--- src/rtl/cmd_fifo_ring.sv ---
// cmd_fifo_ring: synchronous command FIFO between the host command decoder
// (producer) and the graphics command executor (consumer).
// Circular storage with wrap-bit pointers feeds a registered head stage
// (o_rd_data/o_rd_valid). The head stage counts toward capacity, so o_level
// covers both the array and the head.
// Optional build macro: CMDFIFO_PARITY_EN adds an even-parity bit per entry,
// which is checked as the entry loads into the head stage. A mismatch sets the
// sticky o_parity_err flag.
module cmd_fifo_ring #(
    parameter int PKT_BITS     = 32,
    parameter int DEPTH_BITS   = 4,
    parameter int AFULL_THRESH = 12
) (
    input  logic                i_clk,
    input  logic                n_btn_rst,
    input  logic                i_flush,
    input  logic                i_wr_valid,
    input  logic [PKT_BITS-1:0] i_wr_data,
    output logic                o_wr_ready,
    output logic                o_rd_valid,
    output logic [PKT_BITS-1:0] o_rd_data,
    input  logic                i_rd_ready,
    output logic [DEPTH_BITS:0] o_level,
    output logic                o_almost_full,
    output logic                o_overflow,
    output logic                o_underflow
`ifdef CMDFIFO_PARITY_EN
    ,
    output logic                o_parity_err
`endif
);

    localparam int DEPTH = 2 ** DEPTH_BITS;
`ifdef CMDFIFO_PARITY_EN
    localparam int MEM_W = PKT_BITS + 1;
`else
    localparam int MEM_W = PKT_BITS;
`endif

    typedef logic [DEPTH_BITS:0] ptr_t;
    localparam ptr_t LVL_FULL  = ptr_t'(DEPTH);
    localparam ptr_t LVL_AFULL = ptr_t'(AFULL_THRESH);
    localparam ptr_t ONE       = ptr_t'(1);

    logic [MEM_W-1:0] mem [DEPTH];
    ptr_t             wr_ptr;
    ptr_t             rd_ptr;
    ptr_t             level_nxt;
    logic [MEM_W-1:0] wr_word;
    logic [MEM_W-1:0] head_word;
    logic             wr_acc;
    logic             rd_acc;
    logic             mem_empty;
    logic             head_load;

    // Handshake decode, head refill decision and next occupancy.
    // The head refills from the array only when the array held a word
    // before this edge. A word written on the same edge reaches the
    // head one edge later.
    always_comb begin
        wr_acc    = i_wr_valid && o_wr_ready;
        rd_acc    = i_rd_ready && o_rd_valid;
        mem_empty = (wr_ptr == rd_ptr);
        head_load = !mem_empty && (!o_rd_valid || rd_acc);
        head_word = mem[rd_ptr[DEPTH_BITS-1:0]];
`ifdef CMDFIFO_PARITY_EN
        wr_word   = {^i_wr_data, i_wr_data};
`else
        wr_word   = i_wr_data;
`endif
        level_nxt = o_level;
        if (wr_acc && !rd_acc) begin
            level_nxt = o_level + ONE;
        end else if (rd_acc && !wr_acc) begin
            level_nxt = o_level - ONE;
        end
    end

    // Storage array. It has no reset, so stale contents are simply overwritten.
    always_ff @(posedge i_clk) begin
        if (wr_acc && !i_flush) begin
            mem[wr_ptr[DEPTH_BITS-1:0]] <= wr_word;
        end
    end

    // Pointers, occupancy, status flags and head-valid.
    // o_wr_ready and o_almost_full come from the next level, so they
    // always agree with o_level.
    always_ff @(posedge i_clk or negedge n_btn_rst) begin
        if (!n_btn_rst) begin
            wr_ptr        <= '0;
            rd_ptr        <= '0;
            o_level       <= '0;
            o_wr_ready    <= 1'b1;
            o_almost_full <= 1'b0;
            o_overflow    <= 1'b0;
            o_underflow   <= 1'b0;
            o_rd_valid    <= 1'b0;
        end else if (i_flush) begin
            wr_ptr        <= '0;
            rd_ptr        <= '0;
            o_level       <= '0;
            o_wr_ready    <= 1'b1;
            o_almost_full <= 1'b0;
            o_overflow    <= 1'b0;
            o_underflow   <= 1'b0;
            o_rd_valid    <= 1'b0;
        end else begin
            if (wr_acc) begin
                wr_ptr <= wr_ptr + ONE;
            end
            if (head_load) begin
                rd_ptr <= rd_ptr + ONE;
            end
            o_level       <= level_nxt;
            o_wr_ready    <= (level_nxt != LVL_FULL);
            o_almost_full <= (level_nxt >= LVL_AFULL);
            if (i_wr_valid && !o_wr_ready) begin
                o_overflow <= 1'b1;
            end
            if (i_rd_ready && !o_rd_valid) begin
                o_underflow <= 1'b1;
            end
            if (head_load) begin
                o_rd_valid <= 1'b1;
            end else if (rd_acc) begin
                o_rd_valid <= 1'b0;
            end
        end
    end

    // Head data register. A flush leaves the last word in place.
    always_ff @(posedge i_clk or negedge n_btn_rst) begin
        if (!n_btn_rst) begin
            o_rd_data <= '0;
        end else if (!i_flush && head_load) begin
            o_rd_data <= head_word[PKT_BITS-1:0];
        end
    end

`ifdef CMDFIFO_PARITY_EN
    // Sticky parity error. The word is still delivered when the check fails.
    always_ff @(posedge i_clk or negedge n_btn_rst) begin
        if (!n_btn_rst) begin
            o_parity_err <= 1'b0;
        end else if (i_flush) begin
            o_parity_err <= 1'b0;
        end else if (head_load && (^head_word)) begin
            o_parity_err <= 1'b1;
        end
    end
`endif

endmodule

--- config.mk ---
export PLATFORM = sky130hd
export DESIGN_NAME = cmd_fifo_ring
export DESIGN_NICKNAME = d
export VERILOG_FILES = /design/src/rtl/cmd_fifo_ring.sv
export SDC_FILE = /design/constraint.sdc
export NUM_CORES = 1
export LEC_CHECK = 0
export CAP_MARGIN = 20
export CORE_ASPECT_RATIO = 0.9
export CORE_UTILIZATION = 55
export DETAILED_ROUTE_END_ITERATION = 16
export PLACE_DENSITY = 0.79
export SYNTH_ARGS = -nofsm -noshare
export SYNTH_HDL_FRONTEND = slang
export SYNTH_SLANG_ARGS = --single-unit
--- constraint.sdc ---
create_clock -name i_clk -period 5.03 [get_ports i_clk]
set_input_delay 1.006 -clock i_clk [delete_from_list [all_inputs] [get_ports i_clk]]
set_output_delay 1.006 -clock i_clk [all_outputs]
set_load 0.005 [all_outputs]
# Word-level counts from Yosys, hierarchy flattened
# Memories as Yosys holds them, arrays and structs flattened. A register that Yosys moved wholly into a read port is not among the register bits.
# Index checks and enable logic that the tools add are counted.
dict set report word_totals {
  ff_bits 20
  latchBits 0
  out_inout_bits 42
  mem_count 1
  elab_cells 56
  mem_bits_ro 0
  mem_bits_rw 512
}
dict set report op_classes {
  n_eq_ne 2
  add_sub_neg 4
  n_reduce_logical 22
  bitwise_logic 0
  div 0
  order_cmp 1
  muxes 18
  shifts 0
  mul 0
}
# memory words word_bits rd rd_clocked_by_memory_dff write_ports line_no
set memory_table {}
lappend memory_table {mem 16 32 1 1 1 45} ;# logic [MEM_W-1:0] mem [DEPTH];
# op n
set ops {}
lappend ops {{5-bit 2-to-1 mux} 7}
lappend ops {{5-bit by 1-bit adder with 5-bit output (second input constant)} 3}
lappend ops {{1-bit 2-to-1 mux} 11}
lappend ops {{1-bit logical AND} 9}
lappend ops {{2-bit nonzero test} 4}
lappend ops {{1-bit logical NOT} 7}
lappend ops {{5-bit equality test} 1}
lappend ops {{5-bit by 4-bit greater-or-equal comparator with 1-bit output (second input constant)} 1}
lappend ops {{5-bit != test (second input constant)} 1}
lappend ops {{5-bit by 1-bit subtractor with 5-bit output (second input constant)} 1}
lappend ops {{3-bit nonzero test} 1}
lappend ops {{1-bit logical OR} 1}

# Longest topological paths before layout
dict set report depth {
  ltp_word 7
  ltp_mapped 8
}

# Worst setup path after synthesis
# No wires, ideal clock.
dict set report synth_timing {
  kind {input port to flip-flop}
  start {input i_wr_valid}
  end {memory mem[15][0] (netlist bit) (enable)}
  slack_ns 1.652
  n_path_buf 1
  required_time_ns 4.609
  stages 4
  arrival_time_ns 2.957
  setup_ns 0.421
  cell_sequence {and2_1 -> clkbuf_1 -> nand2_1 -> nor2_1}
}
dict set report synth_via {
  elab_chain_len 4
}
# element line_no
set synth_lines {}
lappend synth_lines {{from (decl)} 17} ;# input logic i_wr_valid,
lappend synth_lines {{1-bit logical AND} 61} ;# wr_acc = i_wr_valid && o_wr_ready;
lappend synth_lines {{1-bit logical AND} 81} ;# if (wr_acc && !i_flush) begin
lappend synth_lines {{1-bit 2-to-1 mux} 81}
lappend synth_lines {{1-bit 2-to-1 mux (implied by the code)} 82} ;# mem[wr_ptr[DEPTH_BITS-1:0]] <= wr_word;
lappend synth_lines {{to (decl)} 45}
# No other way between the ends.

# Worst setup path in the final report
dict set report layout_timing {
  start {input i_wr_valid}
  end {memory mem[14][0] (netlist bit) (enable)}
}
# The elaborated chain is that of the path after synthesis.

==> results.yml <==
outcome:
  status: "completed"
global_route:
  antenna_found_initial: 0
  grt_max_degree: 77
  grt_remaining_overflow: 0
  grt_pass1_vias: 10930
  grtUsageTotal: 0.2411
  globalRouteMet1Util: 0.3394
  grt_pass1_wl_um: 70210
  grt.met3_usage: 0.03706
  grt_util_met2: 0.4013
  top_usage_layer: "met2"
sta:
  slew_headroom: 0.2947
  fmax_ghz: 0.3187
  setup_tns_ns: 0
  tightestPinTransition_ns: 1.058
  rsz0062_at_grt: "no"
  fin_crit_sh: 0.6239
  period_needed_ns: 3.138
  drv_slew: 0
  fin_worst_skew_ns: 0.01998
  finalSetupViolations: 0
  hold_viol: 0
synth:
  yosysWarnings: 0
  async_reset_ff_frac: 0.09220
  synth_mux_area_frac: 0.1556
  synthAdderAreaFrac: 0.004034
  synth-simple-area-share: 0.02311
  synth_compound_area_frac: 0.02726
  synth.net_count: 1044
  synth_cells: 1000
  synth_cell_type_count: 45
  synth-seq-cells: 564
  ys_seq_area_frac: 0.7682
  syn_area_sq_um: 21710
  syn_avg_cell_area_sq_um: 21.71
  synth_top_family_by_area: "multiplexers"
  synthFlopType: "edfxtp_1"
  synth_xor_area_frac: 0.005245
  synth-edff-count: 512
detailed_routing:
  vias: 10480
  drtPass1Iterations: 5
  wl_per_cell_um: 28.43
  drt-total-wl_um: 47590
  drtIter0Drc: 1124
  drc: 0
  vias_per_cell: 6.263
  ant_nets: 0
critical_path:
  crit_type: "in -> reg"
  regToRegStartpoint: "rd_ptr[1]$_DFFE_PN0P_"
  cp-start-kind: "input port"
  crit_start: "i_wr_valid"
  required_ns: 5.25
  end_kind: "register"
  crit_path_max_fanout: 19
  arrival_ns: 3.36
cts:
  cts.htree.levels: 2
  post-cts-setup-buffer-count: 0
  clock-sinks: 564
  clock-root-buffer: "clkbuf_16"
  cts_resized: 0
  path_clk_slew_ns: 0.06
  cts_buffers: 53
  clock_latency_ns: 0.57
  clockBufferDepth: 3
  tritoncts: "built"
  cts-hold-fix-buffers: 0
cells_and_area:
  final_nets: 1148
  area_growth_syn_to_layout_pct: 16.01
  diodes: 0
  layoutNonFillerInstCount: 1674
  drive_gt1_frac: 0.2524
  nFillCells: 2454
pwr:
  pwr_density_cell_nw_per_um2: 468.0
  ir_worst_vdd_v: 0.0003800
  leakagePower_nw: 8.093
die:
  ios: 79
  start_util: 0.5620
  fp.dieArea_sq_um: 40270
  core_sq_um: 38630
  die_h_um: 190.5
  rows: 68
  fp.dieW_um: 211.4
worst_hold_path:
  hp-class: "in -> async"
run:
  maxCapViolCount: 0
placement:
  dp_hpwl_um: 25770
  dp.cells: 1566
  numPortBuffers: 78
  globalplace.congestion: 0.7534
cells in the mapped netlist, drive strengths merged, types with 2 or more instances:
master / number / area, sq um
edfxtp: 512 / 15370
mux4: 128 / 2883
a22oi: 64 / 480.5
dfrtp: 51 / 1276
nand2: 48 / 180.2
nor2: 41 / 153.9
mux2: 33 / 484.2
buf: 30 / 247.7
clkbuf: 24 / 90.09
xor2: 9 / 78.83
ha: 7 / 87.58
inv: 6 / 22.52
a21oi: 5 / 28.78
nand4: 4 / 25.02
nor2b: 4 / 25.02
nor3: 4 / 25.02
xnor2: 4 / 35.03
and2: 3 / 18.77
or3: 3 / 18.77
a211oi: 2 / 15.01
nand3b: 2 / 15.01
o21ai: 2 / 10.01
report_power, final:
group | internal, W | total, W | switching (W)
registers | 0.00531 | 0.00554 | 0.000232
clock network | 0.00225 | 0.00393 | 0.00168
logic | 0.00135 | 0.00232 | 0.000968
total | 0.00891 | 0.0118 | 0.00288
worst max-delay path, stage by stage:
cell,delay [ns]
clkdlybuf4s50_1,0.51
and2_1,0.45
nand2_1,0.38
nor2_4,0.51
buf_4,0.43
per-stage QoR:
step / hold WS [ns] / util / instance area (sq um) / power, W / worst slack, ns
5_1_grt: 0.5281 / 0.6520 / 25190 / 0.01218 / 1.809
3_5_place_dp: 0.4937 / 0.6029 / 23290 / 0.007949 / 1.248
4_1_cts: 0.5064 / 0.6471 / 25000 / 0.01184 / 1.793
2_1_floorplan: 0.4859 / - / 21710 / 0.007199 / 1.652
6_report: 0.4974 / 0.6520 / 25190 / 0.01179 / 1.892
3_3_place_gp: 0.4866 / 0.5987 / 23130 / 0.007903 / 1.320
cell usage in the layout (no fill, tap or decap), types with 2 or more instances in the layout:
master and count:
nand4_1 4, nor2b_4 3, mux2_2 2, ha_1 7
a21oi_1 4, mux2_4 30, nand2_1 48, mux4_2 128
buf_16 7, nor3_1 3, xnor2_1 4, and2_1 2
xor2_1 9, clkbuf_1 9, clkdlybuf4s50_1 77, inv_1 5
clkbuf_16 55, nor2_1 24, buf_4 3, clkinv_2 13
buf_12 15, a22oi_1 64, or3_1 3, a211oi_1 2
nor2_4 17, clkinv_1 15, edfxtp_1 512, dfrtp_1 49
nand3b_1 2, o21ai_0 2, dfrtp_4 2, bufinv_16 5
per-layer routing:
| metal | part of all wire | routed length (um) | vias to the layer above |
|---|---|---|---|
| li1 | - | - | 4342 |
| met1 | 0.40 | 19060 | 5562 |
| met2 | 0.51 | 24340 | 506 |
| met3 | 0.072 | 3430 | 74 |
| met4 | 0.016 | 754 | 0 |
| met5 | 0 | 0 | - |
final cells by class:
class | instances | area, sq um | area share
repair buffers | 103 | 1291 | 0.05127
clock buffers | 64 | 1410 | 0.05599
flip-flops and latches | 564 | 16680 | 0.6625
clock inverters | 36 | 296.5 | 0.01177
inverters | 6 | 22.52 | 0.0008942
multi-input cells | 376 | 4823 | 0.1915
well taps | 525 | 656.9 | 0.02608
flip-flops by register name, indices dropped and copies added (netlist names):
register       count
rd_ptr             5
o_underflow        1
o_overflow         1
mem              512
wr_ptr             5
o_level            5
o_rd_data         32
o_rd_valid         1
o_wr_ready         1
o_almost_full      1
path summary, 6_finish.rpt:
check                                           endpoint  slack [ns]  cells after the start
worst max-delay path                mem[14][0]$_DFFE_PP_        1.89                      5
worst min-delay path            o_rd_data[2]$_DFFE_PN0P_        0.50                      1
max in group asynchronous          rd_ptr[0]$_DFFE_PN0P_        3.59                      2
min in group i_clk                o_overflow$_DFFE_PN0P_        0.50                      2
worst max register to register  o_rd_data[1]$_DFFE_PN0P_        2.20                      5
worst min register to register    o_overflow$_DFFE_PN0P_        0.50                      2
logic make-up (layout without fill, tap and decap cells):
logic type / count (synthesis) / in the layout
AOI/OAI and AO/OA: 80 / 80
xor gates and xnor gates: 13 / 13
adders and majority gates: 7 / 7
buffers and inverters: 60 / 209
DFF: 564 / 564
muxes: 162 / 162
and+or+nand+nor: 114 / 114
Note: power is estimated with default switching activity, not from simulation.
